<file path="config.mk">
export PLATFORM = sky130hd
export DESIGN_NAME = iomem_arbiter
export DESIGN_NICKNAME = d
export VERILOG_FILES = /design/src/rtl/iomem_arbiter_pkg.sv /design/src/rtl/iomem_rr_pick.sv /design/src/rtl/iomem_arbiter.sv
export SDC_FILE = /design/constraint.sdc
export NUM_CORES = 1
export LEC_CHECK = 0
export BUFFER_PORTS_ARGS = -buffer_cell sky130_fd_sc_hd__buf_2
export CAP_MARGIN = 20
export CORE_AREA = 8 8 116 118
export DETAILED_ROUTE_END_ITERATION = 12
export DIE_AREA = 0 0 124 126
export GPL_ROUTABILITY_DRIVEN = 0
export HOLD_SLACK_MARGIN = 0.1
export PLACE_DENSITY = 0.6
export SYNTH_ARGS = -nofsm -noshare
export SYNTH_HDL_FRONTEND = slang
export SYNTH_SLANG_ARGS = --single-unit
</file>
<file path="constraint.sdc">
create_clock -name clk -period 2.5 [get_ports clk]
set_input_delay 0.5 -clock clk [delete_from_list [all_inputs] [get_ports clk]]
set_output_delay 0.5 -clock clk [all_outputs]
set_load 0.02 [all_outputs]
</file>
<file path="src/rtl/iomem_arbiter_pkg.sv">
// Shared definitions for the iomem two-master arbiter.
//   state_t           : arbiter FSM encoding (IDLE/BUSY/ABORT)
//   M0 / M1           : master identifiers used for grant and error reporting
//   ERR_RDATA_DEF     : read data returned on an aborted or unmapped access;
//                       also used by the peripheral decoder for unmapped addresses
package iomem_arbiter_pkg;

    typedef enum logic [1:0] {
        IDLE  = 2'd0,
        BUSY  = 2'd1,
        ABORT = 2'd2
    } state_t;

    localparam logic M0 = 1'b0;
    localparam logic M1 = 1'b1;

    localparam logic [31:0] ERR_RDATA_DEF = 32'hFFFF_FFFF;

endpackage

</file>
<file path="src/rtl/iomem_rr_pick.sv">
// Combinational 2-way round-robin picker.
//   i_req[1:0] : request vector, bit n = master n
//   i_last     : id of the master that completed the previous transfer
//   o_gnt      : master to grant (only meaningful when o_any is high)
//   o_any      : at least one request pending
module iomem_rr_pick
    import iomem_arbiter_pkg::*;
(
    input  logic [1:0] i_req,
    input  logic       i_last,
    output logic       o_gnt,
    output logic       o_any
);

    always_comb begin
        o_any = |i_req;
        case (i_req)
            2'b01:   o_gnt = M0;
            2'b10:   o_gnt = M1;
            // Both pending: whoever was not served last goes next.
            2'b11:   o_gnt = ~i_last;
            default: o_gnt = M0;
        endcase
    end

endmodule

</file>
<file path="src/rtl/iomem_arbiter.sv">
// Two-master / one-slave arbiter for the picorv32-style iomem bus.
// Round-robin arbitration with a bus watchdog that completes stalled
// transfers with an error word so a missing peripheral cannot hang a master.
//   clk, resetn                         : clock, asynchronous active-low reset
//   m0_* / m1_*                         : master ports (valid/ready/wstrb/addr/wdata/rdata)
//   s_*                                 : slave port towards the peripheral decoder
//   err_flag / err_master / err_clear   : sticky abort flag, id of aborted master, clear
// Parameters:
//   TIMEOUT   : BUSY cycles without s_ready before abort (0 disables the watchdog)
//   ERR_RDATA : read data returned on an aborted transfer
module iomem_arbiter
    import iomem_arbiter_pkg::*;
#(
    parameter int          TIMEOUT   = 255,
    parameter logic [31:0] ERR_RDATA = ERR_RDATA_DEF
) (
    input  logic        clk,
    input  logic        resetn,

    input  logic        m0_valid,
    output logic        m0_ready,
    input  logic [3:0]  m0_wstrb,
    input  logic [31:0] m0_addr,
    input  logic [31:0] m0_wdata,
    output logic [31:0] m0_rdata,

    input  logic        m1_valid,
    output logic        m1_ready,
    input  logic [3:0]  m1_wstrb,
    input  logic [31:0] m1_addr,
    input  logic [31:0] m1_wdata,
    output logic [31:0] m1_rdata,

    output logic        s_valid,
    input  logic        s_ready,
    output logic [3:0]  s_wstrb,
    output logic [31:0] s_addr,
    output logic [31:0] s_wdata,
    input  logic [31:0] s_rdata,

    output logic        err_flag,
    output logic        err_master,
    input  logic        err_clear
);

    // A zero-width counter is not legal, so keep at least one bit when the
    // watchdog is disabled.
    localparam int TCNT_W = (TIMEOUT > 0) ? $clog2(TIMEOUT + 1) : 1;
    localparam logic [TCNT_W-1:0] TLAST = (TIMEOUT > 0) ? TCNT_W'(TIMEOUT - 1) : '0;

    state_t            r_state;
    logic              r_gnt;
    logic              r_last;
    logic [TCNT_W-1:0] r_tcnt;
    logic              r_err_flag;
    logic              r_err_master;

    logic              w_pick;
    logic              w_any;
    logic              w_done;
    logic [31:0]       w_rdata;

    iomem_rr_pick u_pick (
        .i_req  ({m1_valid, m0_valid}),
        .i_last (r_last),
        .o_gnt  (w_pick),
        .o_any  (w_any)
    );

    always_ff @(posedge clk or negedge resetn) begin
        if (!resetn) begin
            r_state      <= IDLE;
            r_gnt        <= M0;
            r_last       <= M1;          // so m0 wins the first contention
            r_tcnt       <= '0;
            r_err_flag   <= 1'b0;
            r_err_master <= M0;
        end else begin
            // Clear first so an abort in the same cycle overrides it.
            if (err_clear) begin
                r_err_flag <= 1'b0;
            end
            case (r_state)
                IDLE: begin
                    if (w_any) begin
                        r_gnt   <= w_pick;
                        r_tcnt  <= '0;
                        r_state <= BUSY;
                    end
                end
                BUSY: begin
                    if (s_ready) begin
                        r_last  <= r_gnt;
                        r_state <= IDLE;
                    end else begin
                        r_tcnt <= r_tcnt + 1'b1;
                        if (TIMEOUT != 0 && r_tcnt == TLAST) begin
                            r_state <= ABORT;
                        end
                    end
                end
                ABORT: begin
                    r_err_flag   <= 1'b1;
                    r_err_master <= r_gnt;
                    r_last       <= r_gnt;
                    r_state      <= IDLE;
                end
                default: r_state <= IDLE;
            endcase
        end
    end

    // Slave request and master completion are combinational so a 1-cycle
    // slave finishes in the same cycle it is addressed. The slave-side
    // address/data are zeroed outside BUSY so nothing leaks from an
    // ungranted master.
    always_comb begin
        s_valid  = 1'b0;
        s_wstrb  = '0;
        s_addr   = '0;
        s_wdata  = '0;
        m0_ready = 1'b0;
        m0_rdata = '0;
        m1_ready = 1'b0;
        m1_rdata = '0;
        w_done   = 1'b0;
        w_rdata  = '0;
        case (r_state)
            BUSY: begin
                s_valid = 1'b1;
                s_wstrb = (r_gnt == M1) ? m1_wstrb : m0_wstrb;
                s_addr  = (r_gnt == M1) ? m1_addr  : m0_addr;
                s_wdata = (r_gnt == M1) ? m1_wdata : m0_wdata;
                w_done  = s_ready;
                w_rdata = s_rdata;
            end
            ABORT: begin
                w_done  = 1'b1;
                w_rdata = ERR_RDATA;
            end
            default: ;
        endcase
        if (w_done) begin
            if (r_gnt == M1) begin
                m1_ready = 1'b1;
                m1_rdata = w_rdata;
            end else begin
                m0_ready = 1'b1;
                m0_rdata = w_rdata;
            end
        end
    end

    assign err_flag   = r_err_flag;
    assign err_master = r_err_master;

endmodule

</file>
* Word level (Yosys, flattened, before mapping)
Index checks and enable logic that the tools add are counted.
** Storage, ports and cells
- Bits in registers :: 14
- Word-level logic and storage cells :: 55
- Output and inout port bits :: 137
- Input port bits :: 174
** Cells by class
- $add $sub $neg :: 1
- Equality and inequality tests :: 9
- Bitwise gates (word level) :: 1
- Multiplexer cells :: 29
- Reductions and logical operators :: 9
** Operators by type and width (count)
- $mux W32 :: 8
- $pmux W32 S2 :: 1
- $mux W8 :: 2
- $pmux W8 S2 :: 1
- $add A8 B1 Y8 const B :: 1
- $eq A8 B8 Y1 const B :: 1
- $mux W1 :: 8
- $mux W4 :: 2
- $eq A2 B2 Y1 const B :: 3
- $mux W2 :: 3
- $pmux W1 S2 :: 3
- $reduce_and A2 Y1 :: 3
- $reduce_bool A2 Y1 :: 3
- $ne A2 B2 Y1 const B :: 2
- $pmux W2 S2 :: 1
- $ne A3 B3 Y1 const B :: 1
- $reduce_and A3 Y1 :: 1
- $eq A2 B1 Y1 const B :: 1
- $logic_not A2 Y1 :: 1
- $ne A2 B1 Y1 const B :: 1
- $reduce_or A2 Y1 :: 1
- $not A1 Y1 :: 1

* Logic depth before layout (Yosys ltp)
- Word-level depth :: 4
- Mapped depth :: 8
- Depth with buffers taken out :: 6

* By module
Synthesis repeated with hierarchy kept, for this count alone.
** Second synthesis, totals
- Cells, all modules :: 343
- Area, all modules :: 2260.9 um^2
** Modules (own cells, without submodules)
- iomem_arbiter :: seq. area each 351.6 um^2, times used 1, area each 2247.2 um^2, cells an instance 341
- iomem_rr_pick :: seq. area each 0.0 um^2, times used 1, area each 13.8 um^2, cells an instance 2

* Worst setup path after synthesis
Ideal clock, no wire load.
- Kind :: reg-to-output
- Start point :: register r_state[1]
- End point :: output m1_ready
- Path buffers :: 2
- Arrival time :: 1.775 ns
- Setup slack :: 0.225 ns
- Required time :: 2.000 ns
- Cell stages (with the launch flop) :: 8
- Path through :: dfrtp_1 > inv_1 > ha_1 > and2_1 > buf_6 > o211ai_1 > clkbuf_1 > inv_1
** On the way
- Longest elaborated chain between the ends :: 3
- Elaborated cells on any way between the ends :: 4
- Those cells by class :: eq/ne (2); mux (2)
** RTL lines
- start, declared :: line iomem_arbiter.sv:51 : state_t r_state;
- start signal, assigned :: line iomem_arbiter.sv:72 : r_state <= IDLE;
- start signal, assigned :: line iomem_arbiter.sv:88 : r_state <= BUSY;
- start signal, assigned :: line iomem_arbiter.sv:94 : r_state <= IDLE;
- $eq A2 B2 Y1 / $eq A2 B1 Y1 (equally long branches) :: line iomem_arbiter.sv:128 : case (r_state)
- $pmux W1 S2 * :: line iomem_arbiter.sv:128
- $mux W1 * :: line iomem_arbiter.sv:143 : if (w_done) begin
- end, declared :: line iomem_arbiter.sv:28 : output logic m1_ready,
Every way passes the cells marked *; elsewhere a longest branch is shown, timed or not.

* Worst setup path in the final report
- Start point :: register r_state[1]
- End point :: output m0_rdata[3]
** On the way
- Longest elaborated chain between the ends :: 4
- Elaborated cells on any way between the ends :: 6
- Those cells by class :: eq/ne (2); mux (4)
** RTL lines
- $eq A2 B2 Y1 / $eq A2 B1 Y1 (equally long branches) :: line iomem_arbiter.sv:128
- $pmux W32 S2 :: line iomem_arbiter.sv:128
- $mux W32 :: line iomem_arbiter.sv:144 : if (r_gnt == M1) begin
- $mux W32 * :: line iomem_arbiter.sv:143
- end, declared :: line iomem_arbiter.sv:25 : output logic [31:0] m0_rdata,
Marked as above.

==> run_results.csv <==
group,metric,value,unit
cells_and_area,drive_above_1_share,52.0,%
cts,clk_latency,0.24,ns
cells_and_area,n_fill_cell,1257,
placement,port_buffers,310,
global_routing,grt_pass1_wl,17700,um
pwr,relative_contribution_of_the_clock_network_to_total_power,8.0,%
cells_and_area,area_growth_syn_to_layout,87.4,%
die,placeableCoreArea,11700,um2
cts,number_of_cts_inserted_buffers,3,
sta,final_critical_path_share_of_the_clock_period,95.1,%
die,die_height,126,um
global_routing,grt_start_max_net_pins,66,
synth,synth-edff-count,0,
routing,detailroute.via_count,3351,
synth,synth_top_flop_cell,"sky130_fd_sc_hd__dfrtp_1",
sta,timing_max_transition_violations_final,0,
pwr,leakagePower,2.62,nW
pwr,p_per_area,935,nW/um2
die,die_w,124,um
synth,net_count_after_synthesis,520,
cells_and_area,utilization,34.8,%
synth,synth-async-reset-ratio,100,%
sta,finalWorstPathRequiredPeriod,2.38,ns
job,max_cap_viol_count,0,
cells_and_area,layout.nets,821,
pwr,seq_power_share,9.6,%
cts,ctsRootBufferMaster,"sky130_fd_sc_hd__clkbuf_16",
sta,achievable-frequency,421,MHz
routing,detail_route.wirelength,12200,um
sta,finalClockSkew,0.00290,ns
synth,yosys.cell_types.count,33,
synth,yosysSeqAreaShare,16.2,%
routing,avgViaCountPerCell,4.25,
pwr,irDropWorstVdd,0.000450,V
synth,netlist_instances,341,
sta,relSlewSlack,49.0,%
pwr,combinationalPowerShare,82.4,%
sta,unrepaired_setup_endpoints_after_global_routing,"no",
cells_and_area,layout_commonest_cell,"sky130_fd_sc_hd__buf_2",
routing,drc_errors,0,
routing,dr.pass1.iters,4,
status,status,"finished, final reports clean",
cells_and_area,commonest_cells_after_routing_fill_and_taps_aside,"sky130_fd_sc_hd__buf_2 (308), sky130_fd_sc_hd__nor2_1 (171), sky130_fd_sc_hd__mux2i_1 (68)",
cts,ctsLongestPathBuffers,2,
pwr,cell_internal_power_dissipation,0.00171,W
sta,worstMarginPinSlew,0.764,ns
synth,yosysWarningCount,0,
synth,post_synth_instance_area,2170,um2
synth,ys_ff_latch,14,
setup_path,worst-endpoint-required,2.00,ns
sta,timing.setup.tns,0,ns
pwr,swShare,55.1,%
min_path,min-delay-path-class,"in2async",
setup_path,arrival,1.88,ns
die,ios,311,
cts,cts_max_level,1,
placement,dpl.hpwl,10700,um
global_routing,grt_usage,14.0,%
setup_path,cp-start-kind,"register",
die,initial_standard_cell_utilization_of_the_core,18.6,%
routing,remaining_antenna_violation_count_after_routing,0,
routing,drt_iter0_markers,163,
cells_and_area,insertedDiodeCount,0,
setup_path,setup.worst_path.end_class,"primary output",
sta,setup-violations-final,0,
die,std_cell_rows,40,
pwr,switching_power,0.00210,W
cts,clkTransAtPathRegs,0.05,ns
cts,clock_tree_from_tritoncts,"built",
global_routing,grt-ovfl-total,0,
sta,timing_hold_violations_final,0,
routing,wire_per_inst,15.5,um
setup_path,worstPathMaxFanout,21,
cts,clkSinkCount,14,
global_routing,grt_antenna_before_repair,0,
setup_path,category_of_the_critical_setup_timing_path,"reg2out",
synth,postSynthAreaPerCell,6.38,um2
global_routing,first_global_vias,3317,
die,die_area,15600,um2
## critical path, cell delays in order (launching register included)
cell	delay, ns
sky130_fd_sc_hd__dfrtp_1	0.36
sky130_fd_sc_hd__inv_1	0.09
sky130_fd_sc_hd__ha_4	0.18
sky130_fd_sc_hd__and2_4	0.16
sky130_fd_sc_hd__o211ai_1	0.29
sky130_fd_sc_hd__buf_12	0.18
sky130_fd_sc_hd__buf_12	0.15
sky130_fd_sc_hd__nor2_1	0.06
sky130_fd_sc_hd__buf_2	0.16
## layer usage
metal / part of all wire (%) / GRT usage, % / up-vias
met2: 48 / 25.1 / 180
met4: 0.69 / 1.40 / 0
met5: 0 / 0 / -
met3: 11 / 4.07 / 6
li1: - / - / 1711
met1: 40 / 16.5 / 1454
## what timing repair did
item | in CTS | in global routing
hold buffers | 0 | 0
pin swaps | 0 | 1
setup buffers | 0 | 0
endpoints found under the setup margin | 21 | 25
resized for setup | 1 | 5
## power groups by stage
stage | Sequential, W | Combinational (W) | Clock [W]
finish | 0.000365 | 0.00314 | 0.000306
global route | 0.000378 | 0.00339 | 0.000330
CTS | 0.000364 | 0.00316 | 0.000310
detailed placement | 0.000366 | 0.00315 | 0
global placement | 0.000366 | 0.00315 | 0
floorplan | 0.000312 | 0.00206 | 0
## state kept, by name, indices dropped and copies added (netlist names)
register / cells
err_flag: 1
err_master: 1
r_gnt: 1
r_last: 1
r_state: 2
r_tcnt: 8
## cell type report
type | count | area, um2 | area share (%)
Clock buffer | 4 | 78.8 | 1.93
Timing Repair Buffer | 323 | 1730 | 42.4
Tap cell | 147 | 184 | 4.51
Sequential cell | 14 | 355 | 8.72
Multi-Input combinational cell | 292 | 1700 | 41.7
Inverter | 8 | 30.0 | 0.737
## kinds of logic after synthesis
| group | after synthesis | synth area share, % |
|---|---|---|
| AOI/OAI and AO/OA | 18 | 5.18 |
| DFF | 14 | 16.2 |
| xor gates and xnor gates | 3 | 1.21 |
| buffers and inverters | 35 | 6.44 |
| and+or+nand+nor | 197 | 36.3 |
| muxes | 69 | 31.8 |
| adders and majority gates | 5 | 2.88 |
## worst paths after layout
check	start	end	slack, ns	cells after the start
max	r_state[1]	m0_rdata[3]	0.12	8
min reg2reg	err_flag	err_flag	0.49	1
min	resetn	r_tcnt[2]	0.15	1
min in group clk	err_flag	err_flag	0.49	1
max reg2reg	r_state[0]	r_tcnt[7]	0.34	6
max in group asynchronous	resetn	r_last	2.06	1
## Yosys cell counts (all sizes together), types with 3 or more instances
| cell | instances | area [um2] |
|---|---|---|
| a21oi | 6 | 30.0 |
| buf | 9 | 42.5 |
| clkbuf | 18 | 67.6 |
| dfrtp | 13 | 325 |
| ha | 5 | 62.6 |
| inv | 7 | 26.3 |
| mux2i | 68 | 681 |
| nand2 | 7 | 26.3 |
| nand3 | 5 | 25.0 |
| nor2 | 171 | 642 |
| o21ai | 4 | 20.0 |
| xnor2 | 3 | 26.3 |
## stage by stage
stage	power [W]	worst slack (ns)	instance area, um2	cells	hold WS [ns]
after floorplan	0.00237	0.225	2170	341	0.204
after global placement	0.00352	0.283	3980	784	0.421
after detailed placement	0.00351	0.242	3980	784	0.420
after CTS	0.00383	0.00502	4060	788	0.163
after global routing	0.00410	0.00935	4080	788	0.178
final	0.00381	0.123	4080	788	0.149
Power figures use the tool's default switching activity.
